$ cat src/rtl/wddl_ctrl_pkg.sv
// Shared types and constants for the WDDL five-operand XOR controller.
// Holds the state encoding, the dual-rail word payload and the encoding check.
package wddl_ctrl_pkg;

    localparam int unsigned WORD_W  = 32;
    localparam int unsigned NUM_OPS = 5;
    localparam int unsigned CNT_W   = 3;
    localparam int unsigned PHASE_W = 4;

    typedef enum logic [1:0] {
        ST_LOAD  = 2'd0,
        ST_PRECH = 2'd1,
        ST_EVAL  = 2'd2,
        ST_OUT   = 2'd3
    } state_t;

    typedef struct packed {
        logic [WORD_W-1:0] p;
        logic [WORD_W-1:0] n;
    } dr_word_t;

    typedef dr_word_t [NUM_OPS-1:0] dr_ops_t;

    // A well-formed dual-rail word has exactly one rail high on every bit.
    function automatic logic dr_bad(input dr_word_t w);
        return (w.p ^ w.n) != '1;
    endfunction

endpackage

$ cat src/rtl/wddl_xor5_32.sv
// Combinational dual-rail XOR of five 32-bit operands built from WDDL XOR gates.
// An all-zero (precharge) operand set yields an all-zero result on both rails.
module wddl_xor5_32
    import wddl_ctrl_pkg::*;
(
    input  dr_ops_t  ops,
    output dr_word_t res
);

    // Positive-only WDDL XOR: both rails are AND-OR networks, so no glitchy inversion.
    function automatic dr_word_t dr_xor(input dr_word_t a, input dr_word_t b);
        dr_word_t r;
        r.p = (a.p & b.n) | (a.n & b.p);
        r.n = (a.p & b.p) | (a.n & b.n);
        return r;
    endfunction

    always_comb begin
        res = ops[0];
        for (int i = 1; i < int'(NUM_OPS); i++) begin
            res = dr_xor(res, ops[i]);
        end
    end

endmodule

$ cat src/rtl/wddl_xor5_ctrl.sv
// Controller collecting five dual-rail operand words, running a precharge/evaluate
// sequence through the WDDL XOR datapath and presenting the result with a handshake.
module wddl_xor5_ctrl
    import wddl_ctrl_pkg::*;
#(
    parameter int unsigned PRECH_CYCLES = 1,
    parameter int unsigned EVAL_CYCLES  = 1
) (
    input  logic              clk,
    input  logic              rst_n,
    input  logic              in_valid,
    output logic              in_ready,
    input  logic [WORD_W-1:0] in_p_in,
    input  logic [WORD_W-1:0] in_n_in,
    output logic              out_valid,
    input  logic              out_ready,
    output logic [WORD_W-1:0] d_p_out,
    output logic [WORD_W-1:0] d_n_out,
    output logic              busy,
    output logic              err,
    input  logic              err_clr
);

    localparam logic [PHASE_W-1:0] PRECH_LAST = PHASE_W'(PRECH_CYCLES - 1);
    localparam logic [PHASE_W-1:0] EVAL_LAST  = PHASE_W'(EVAL_CYCLES - 1);
    localparam logic [CNT_W-1:0]   LAST_OP    = CNT_W'(NUM_OPS - 1);

    state_t             state, state_d;
    logic [CNT_W-1:0]   count, count_d;
    logic [PHASE_W-1:0] phase, phase_d;

    dr_ops_t  ops;
    dr_ops_t  g_ops;
    dr_word_t in_word;
    dr_word_t res;

    logic eval_en;
    logic accept;
    logic capture;
    logic release_out;
    logic new_err;
    logic in_ready_d, busy_d, out_valid_d, eval_en_d;

    assign in_word     = '{p: in_p_in, n: in_n_in};
    assign accept      = in_valid && in_ready;
    assign capture     = (state == ST_EVAL) && (phase == EVAL_LAST);
    assign release_out = (state == ST_OUT) && out_ready;

    // State register
    always_ff @(posedge clk) begin
        if (!rst_n) begin
            state <= ST_LOAD;
            count <= '0;
            phase <= '0;
        end else begin
            state <= state_d;
            count <= count_d;
            phase <= phase_d;
        end
    end

    // Next-state logic
    always_comb begin
        state_d = state;
        count_d = count;
        phase_d = phase;
        case (state)
            ST_LOAD: begin
                if (accept) begin
                    if (count == LAST_OP) begin
                        state_d = ST_PRECH;
                        count_d = '0;
                        phase_d = '0;
                    end else begin
                        count_d = count + CNT_W'(1);
                    end
                end
            end
            ST_PRECH: begin
                if (phase == PRECH_LAST) begin
                    state_d = ST_EVAL;
                    phase_d = '0;
                end else begin
                    phase_d = phase + PHASE_W'(1);
                end
            end
            ST_EVAL: begin
                if (capture) begin
                    state_d = ST_OUT;
                    phase_d = '0;
                end else begin
                    phase_d = phase + PHASE_W'(1);
                end
            end
            ST_OUT: begin
                if (out_ready) begin
                    state_d = ST_LOAD;
                end
            end
            default: state_d = ST_LOAD;
        endcase
    end

    // Output decode from the next state, so the flags below are registered
    always_comb begin
        in_ready_d  = 1'b0;
        busy_d      = 1'b0;
        out_valid_d = 1'b0;
        eval_en_d   = 1'b0;
        in_ready_d  = (state_d == ST_LOAD);
        busy_d      = (state_d != ST_LOAD) || (count_d != '0);
        out_valid_d = (state_d == ST_OUT);
        eval_en_d   = (state_d == ST_EVAL);
    end

    always_ff @(posedge clk) begin
        if (!rst_n) begin
            in_ready  <= 1'b1;
            busy      <= 1'b0;
            out_valid <= 1'b0;
            eval_en   <= 1'b0;
        end else begin
            in_ready  <= in_ready_d;
            busy      <= busy_d;
            out_valid <= out_valid_d;
            eval_en   <= eval_en_d;
        end
    end

    // Operand capture in arrival order
    always_ff @(posedge clk) begin
        if (!rst_n) begin
            ops <= '0;
        end else if (accept) begin
            for (int i = 0; i < int'(NUM_OPS); i++) begin
                if (count == CNT_W'(i)) begin
                    ops[i] <= in_word;
                end
            end
        end
    end

    // Rails stay in precharge (all zero) except while evaluating
    assign g_ops = eval_en ? ops : '0;

    wddl_xor5_32 u_xor (
        .ops (g_ops),
        .res (res)
    );

    always_ff @(posedge clk) begin
        if (!rst_n) begin
            d_p_out <= '0;
            d_n_out <= '0;
        end else if (capture) begin
            d_p_out <= res.p;
            d_n_out <= res.n;
        end else if (release_out) begin
            d_p_out <= '0;
            d_n_out <= '0;
        end
    end

    // Sticky error; a fresh error outranks a simultaneous clear
    assign new_err = (accept && dr_bad(in_word)) || (capture && dr_bad(res));

    always_ff @(posedge clk) begin
        if (!rst_n) begin
            err <= 1'b0;
        end else begin
            err <= new_err || (err && !err_clr);
        end
    end

endmodule

$ cat config.mk
export PLATFORM = sky130hd
export DESIGN_NAME = wddl_xor5_ctrl
export DESIGN_NICKNAME = d
export VERILOG_FILES = /design/src/rtl/wddl_ctrl_pkg.sv /design/src/rtl/wddl_xor5_32.sv /design/src/rtl/wddl_xor5_ctrl.sv
export SDC_FILE = /design/constraint.sdc
export NUM_CORES = 1
export LEC_CHECK = 0
export BUFFER_PORTS_ARGS = -buffer_cell sky130_fd_sc_hd__buf_2
export CORE_UTILIZATION = 50
export CTS_CLUSTER_DIAMETER = 200
export CTS_CLUSTER_SIZE = 40
export DETAILED_ROUTE_END_ITERATION = 8
export PLACE_DENSITY = 0.66
export SETUP_SLACK_MARGIN = 0.05
export SLEW_MARGIN = 15
export SYNTH_ARGS = -nofsm -noshare
export SYNTH_HDL_FRONTEND = slang
export SYNTH_SLANG_ARGS = --single-unit
$ cat constraint.sdc
create_clock -name clk -period 2.3 [get_ports clk]
set_clock_uncertainty 0.05 [all_clocks]
set_input_delay 0.23 -clock clk [delete_from_list [all_inputs] [get_ports clk]]
set_output_delay 0.23 -clock clk [all_outputs]
set_load 0.01 [all_outputs]
# After elaboration in Yosys (flattened, before gate mapping)
# Index checks and enable logic that the tools add are counted.
# totals
reg_bits	398
input_bits	69
out_inout_bits	68
wordCells	103
# op_classes
add_sub_neg	2
n_eq_ne	13
n_mux	18
bitwise	26
reduce_logical	24
# ops
cell	count
AND 32 bit	16
2-to-1 mux 320 bit	1
OR 32 bit	8
2-to-1 mux 32 bit	3
inequality test 32 bit (second input constant)	2
bitwise XOR 32 bit	2
2-to-1 mux 4 bit	4
case mux 4 bit (3 select lines)	1
2-to-1 mux 2 bit	5
AND reduction 2 bit	5
2-to-1 mux 3 bit	3
equality test 2 bit (second input constant)	4
case mux 2 bit (4 select lines)	1
equality test 3 x 2 -> 1 bit (second input constant)	2
logical AND 1 bit	6
nonzero test 3 bit	2
adder 4 x 1 -> 4 bit (second input constant)	1
zero test 2 bit	2
zero test 4 bit	1
inequality test 2 bit (second input constant)	2
nonzero test 2 bit	2
adder 3 x 1 -> 3 bit (second input constant)	1
equality test 3 x 1 -> 1 bit (second input constant)	1
equality test 3 bit (second input constant)	1
other kinds (5)	7

# Depth between registers and ports, before layout
# depth
depth_word	14
mapped_depth	11
ltp_nobuf	10

# Modules after synthesis
# From an unflattened synthesis, not the netlist that was laid out.
# unflattened
hier_cells	2452
hier_area_um2	20312.0
# modules_own_cells
mod	n_inst	cells_each	area_per_inst_um2	seq_area_each_um2
wddl_xor5_ctrl	1	2132	16717.3	7967.6
wddl_xor5_32	1	320	3594.7	0.0

# Worst setup path after synthesis
# Ideal clock, no wire load.
# synth_timing
path_type	register to register
startpoint	register phase[0]
endpoint	register d_p_out[10]
setup_time_ns	0.065
arrival_ns	1.822
required_ns	2.185
slack_ns	0.363
path_stages_with_launch	9
path_buffers	1
path_cell_list	dfxtp_1 > inv_1 > ha_1 > nor3b_1 > and2_1 > a21oi_1 > clkbuf_1 > a22oi_1 > nor2_1
# synth_via
elab_chain_len	3
word_cells_on_any_way	4
classes_between	mux (1); reduce/logical (3)
# synth_lines
element	line	rtl
from (decl)	wddl_xor5_ctrl.sv:30	logic [PHASE_W-1:0] phase, phase_d;
from (signal assigned)	wddl_xor5_ctrl.sv:58	phase <= phase_d;
zero test 4 bit *	wddl_xor5_ctrl.sv:46	assign capture = (state == ST_EVAL) && (phase == EVAL_LAST);
logical AND 1 bit *	wddl_xor5_ctrl.sv:46	
2-to-1 mux 32 bit or nonzero test 2 bit (tied branches)	-	
to (signal assigned)	wddl_xor5_ctrl.sv:156	d_p_out <= res.p;
to (decl)	wddl_xor5_ctrl.sv:17	output logic [WORD_W-1:0] d_p_out,
# Mark *: on every way between the ends. The rest lies on a longest branch, timed or not.
# A chain may end at the register's enable or synchronous reset.

# Worst setup path in the final report
# layout_timing
startpoint	register ops[112] (netlist bit)
endpoint	register err
# layout_via
elab_chain_len	14
word_cells_on_any_way	28
classes_between	eq/ne (1); mux (1); bitwise (23); reduce/logical (3)
# layout_lines
element	line	rtl
from (decl)	wddl_xor5_ctrl.sv:32	dr_ops_t ops;
from (signal, indexed assignment)	wddl_xor5_ctrl.sv:137	ops[i] <= in_word;
2-to-1 mux 320 bit *	wddl_xor5_ctrl.sv:144	assign g_ops = eval_en ? ops : '0;
AND 32 bit (on tied branches)	wddl_xor5_32.sv:13, wddl_xor5_32.sv:14	
OR 32 bit (on tied branches)	wddl_xor5_32.sv:13, wddl_xor5_32.sv:14	
AND 32 bit (on tied branches)	wddl_xor5_32.sv:13, wddl_xor5_32.sv:14	
OR 32 bit (on tied branches)	wddl_xor5_32.sv:13, wddl_xor5_32.sv:14	
AND 32 bit (on tied branches)	wddl_xor5_32.sv:13, wddl_xor5_32.sv:14	
OR 32 bit (on tied branches)	wddl_xor5_32.sv:13, wddl_xor5_32.sv:14	
AND 32 bit (on tied branches)	wddl_xor5_32.sv:13, wddl_xor5_32.sv:14	
OR 32 bit (on tied branches)	wddl_xor5_32.sv:13, wddl_xor5_32.sv:14	
bitwise XOR 32 bit *	wddl_ctrl_pkg.sv:26	return (w.p ^ w.n) != '1;
inequality test 32 bit *	wddl_ctrl_pkg.sv:26	
logical AND 1 bit *	wddl_xor5_ctrl.sv:165	assign new_err = (accept && dr_bad(in_word)) || (capture && dr_bad(res));
logical OR 1 bit *	wddl_xor5_ctrl.sv:165	
logical OR 1 bit *	wddl_xor5_ctrl.sv:171	err <= new_err || (err && !err_clr);
to (signal assigned)	wddl_xor5_ctrl.sv:171	
to (decl)	wddl_xor5_ctrl.sv:20	output logic err,
# Marks and branches as above.

==> impl_metrics.tcl <==
set metrics [dict create \
    outcome "completed" \
    numPortBuffers 136 \
    worstPathRequired_ns 2.70 \
    firstDrtPassIters 6 \
    r2r_slack_ns 0.09 \
    drv_slew 0 \
    netlist.area_leader.share_pct 40.9 \
    core_um2 38000 \
    ys_top_cells_by_area "dfxtp_1 41%, nand2_1 13%, a21oi_1 8.6%, a22oi_1 7.4%, xnor2_1 4.3%" \
    path_class "reg -> reg" \
    syn_nets 2641 \
    cts.sinks 398 \
    vdd_ir_drop_max_mv 0.620 \
    maxCapViolations 0 \
    yosys.area.top_type "dfxtp_1" \
    synthToLayoutAreaGrowth_pct 12.3 \
    p_clk_share_pct 20.1 \
    whs_endpoint "err" \
    finalWirelength_mm 67.6 \
    p_int_mw 10.0 \
    switching_share_pct 37.3 \
    post_drt_via_cell_ratio 6.09 \
    dp.final_hpwl_mm 47.9 \
    antennaDiodeCount 0 \
    grt_pass1_wl_mm 101 \
    final_area_um2 21900 \
    synth_commonest_cells "673 x nand2_1, 398 x dfxtp_1, 333 x a21oi_1" \
    htreeDepth 1 \
    p_leak_nw 7.16 \
    ys_ff_latch 398 \
    placed_area_um2 20800 \
    hold_path_depth 3 \
    fmax_ghz 0.453 \
    p_comb_share_pct 27.4 \
    syn_inst 2560 \
    grt_max_degree 99 \
    drc 0 \
    relSlewSlack_pct 47.2 \
    ys_async_sr_fraction_pct 0 \
    clkTransAtPathRegs_ns 0.16 \
    die_area_um2 39700 \
    cts_buffer_depth 3 \
    antenna_found_initial 2 \
    seqPwrFrac_pct 52.5 \
    finalSetupViolCount 0 \
    arrival_ns 2.61 \
    ant_nets 0 \
    gp_congestion 1.03 \
    clk_latency_ns 0.55 \
    final_min_period_over_clock_period_pct 96.0 \
    tightest_slew_ns 0.787 \
    hold_viol 0 \
    cts_tree "built" \
    rsz0062_at_grt "true" \
    yosysWarnings 0 \
    pin_count 137 \
    cp-start-kind "register" \
    grt_usage_pct 33.4 \
    start_util_pct 51.2 \
    rr_worst_depth 7 \
    syn_area_per_cell_um2 7.61 \
    die_w_um 199 \
    min_path_type "in -> reg" \
    wl_per_cell_um 21.3 \
    critPathCaptureType "register" \
    cts-root-buf "clkbuf_16" \
    fin_hold_ws_ns 0.0170 \
    cts_setup_buffers 0 \
    final_layout_size_suffix_gt1_share_pct 9.13 \
    synth_edf_count 0 \
    overflow 0 \
    cp_max_fo 8 \
    synth_area_um2 19500 \
    rows 71 \
    hp-start "rst_n" \
    synthFlopType "dfxtp_1" \
    grt_pass1_vias 17100 \
    vias 19300 \
    yosysMostFrequentCell "nand2_1" \
    power.density_nw_per_um2 730 \
    fp.dieH_um 199 \
    finalPower_mw 16.0 \
    rr_endpoint "err" \
    nets 2743 \
    first_iter_violations 1831 \
    yosysUniqueCellTypes 59 \
    power.switching_mw 5.96 \
    timing.rr.start "ops[112]" \
    nFillCells 3625 \
    period_needed_ns 2.21 \
    numCtsBuffers 13 \
    synth-seq-area-share_pct 40.9 \
]
==> cells by family (layout without fill, tap and decap cells) <==
logic type / after synthesis / in the layout / synth area share, %
AOI/OAI and AO/OA: 825 / 825 / 27.8
xor gates and xnor gates: 119 / 119 / 5.35
adders and majority gates: 12 / 12 / 0.771
buffers and inverters: 248 / 349 / 5.09
DFF: 398 / 398 / 40.9
muxes: 3 / 3 / 0.161
and+or+nand+nor: 955 / 955 / 19.9
==> critical path: stages (launching register included) <==
cell	delay, ns
dfxtp_1	0.41
o22a_1	0.24
o2111ai_1	0.41
o31ai_1	0.20
nor4b_2	0.31
nand4_1	0.17
nor4_2	0.24
a21oi_1	0.09
==> per-layer routing <==
metal  part of all wire [%]  vias up  track usage, %  wire, um
li1                       -     9184               -         -
met4                    3.7        4            12.2      2520
met5                  0.036        -               0        24
met2                     47      694            55.2     31500
met1                     42     9337            44.7     28700
met3                    7.2      114            4.27      4880
==> power by group through the flow <==
stage | combinational [mW] | clock (mW) | sequential [mW]
2_1_floorplan | 2.69 | 0 | 8.10
3_3_place_gp | 4.14 | 0 | 8.45
3_5_place_dp | 4.21 | 0 | 8.49
4_1_cts | 4.31 | 3.28 | 8.34
5_1_grt | 4.71 | 3.50 | 8.47
6_report | 4.38 | 3.21 | 8.38
==> flip-flops by register name, summed over array words and instances, names as in the netlist <==
signal     cells
out_valid      1
d_n_out       32
phase          4
d_p_out       32
ops          320
eval_en        1
busy           1
err            1
state          2
count          3
in_ready       1
==> cells in the final DEF, fill, tap and decap left out, types with 3 or more instances in the layout <==
master,synthesis,final
a2111oi_2,2,3
a211oi_1,6,6
a21boi_0,3,3
a21oi_1,333,332
a22o_1,91,91
a22oi_1,192,192
a31oi_1,3,3
a32o_1,4,4
and2_1,7,4
and2_2,0,3
and3_1,6,4
buf_12,1,20
buf_2,8,136
buf_4,2,41
clkbuf_16,0,13
dfxtp_1,398,395
dlygate4sd3_1,0,62
ha_1,12,12
inv_1,74,73
nand2_1,673,670
nand2_2,0,3
nand3_1,12,11
nand4_1,23,23
nor2_1,170,169
nor2b_1,16,16
nor3_1,9,8
nor4_1,27,26
o2111ai_1,26,26
o211ai_1,10,10
o21ai_0,13,13
o21bai_1,12,12
o22a_1,16,16
o22ai_1,95,95
xnor2_1,95,94
xor2_1,24,22
==> metrics by stage <==
stage / std cells / util (%) / TNS, ns / worst slack [ns]
floorplan: 2560 / - / 0 / 0.363
global placement: 3096 / 54.8 / -0.209 / -0.209
detailed placement: 3096 / 54.8 / -0.169 / -0.169
CTS: 3172 / 57.4 / 0 / 0.0966
global route: 3172 / 57.5 / 0 / 0.0459
finish: 3172 / 57.5 / 0 / 0.0926
==> final cells by class <==
cell class	instances	area [um^2]	share of cell area, %
multi-input cells	1914	10600	48.5
flip-flops and latches	398	7980	36.5
repair buffers	260	2020	9.24
well taps	511	639	2.92
clock buffers	14	339	1.55
inverters	75	289	1.32
==> what timing repair did <==
item | CTS | global route
resized for setup | 5 | 9
endpoints found under the hold margin | 310 | 0
endpoints found under the setup margin | 1 | 4
pin swaps | 2 | 3
hold buffers | 62 | 0
==> worst max-delay path by stage <==
stage	startpoint	endpoint	slack [ns]	cells past startpoint
global placement	ops[273]	err	-0.21	7
finish	ops[112]	err	0.09	7
CTS	ops[305]	err	0.1	7
detailed placement	ops[273]	err	-0.17	7
global route	eval_en	err	0.05	8
floorplan	phase[0]	d_p_out[10]	0.36	8
No activity file was read; power rests on OpenSTA's default activity.
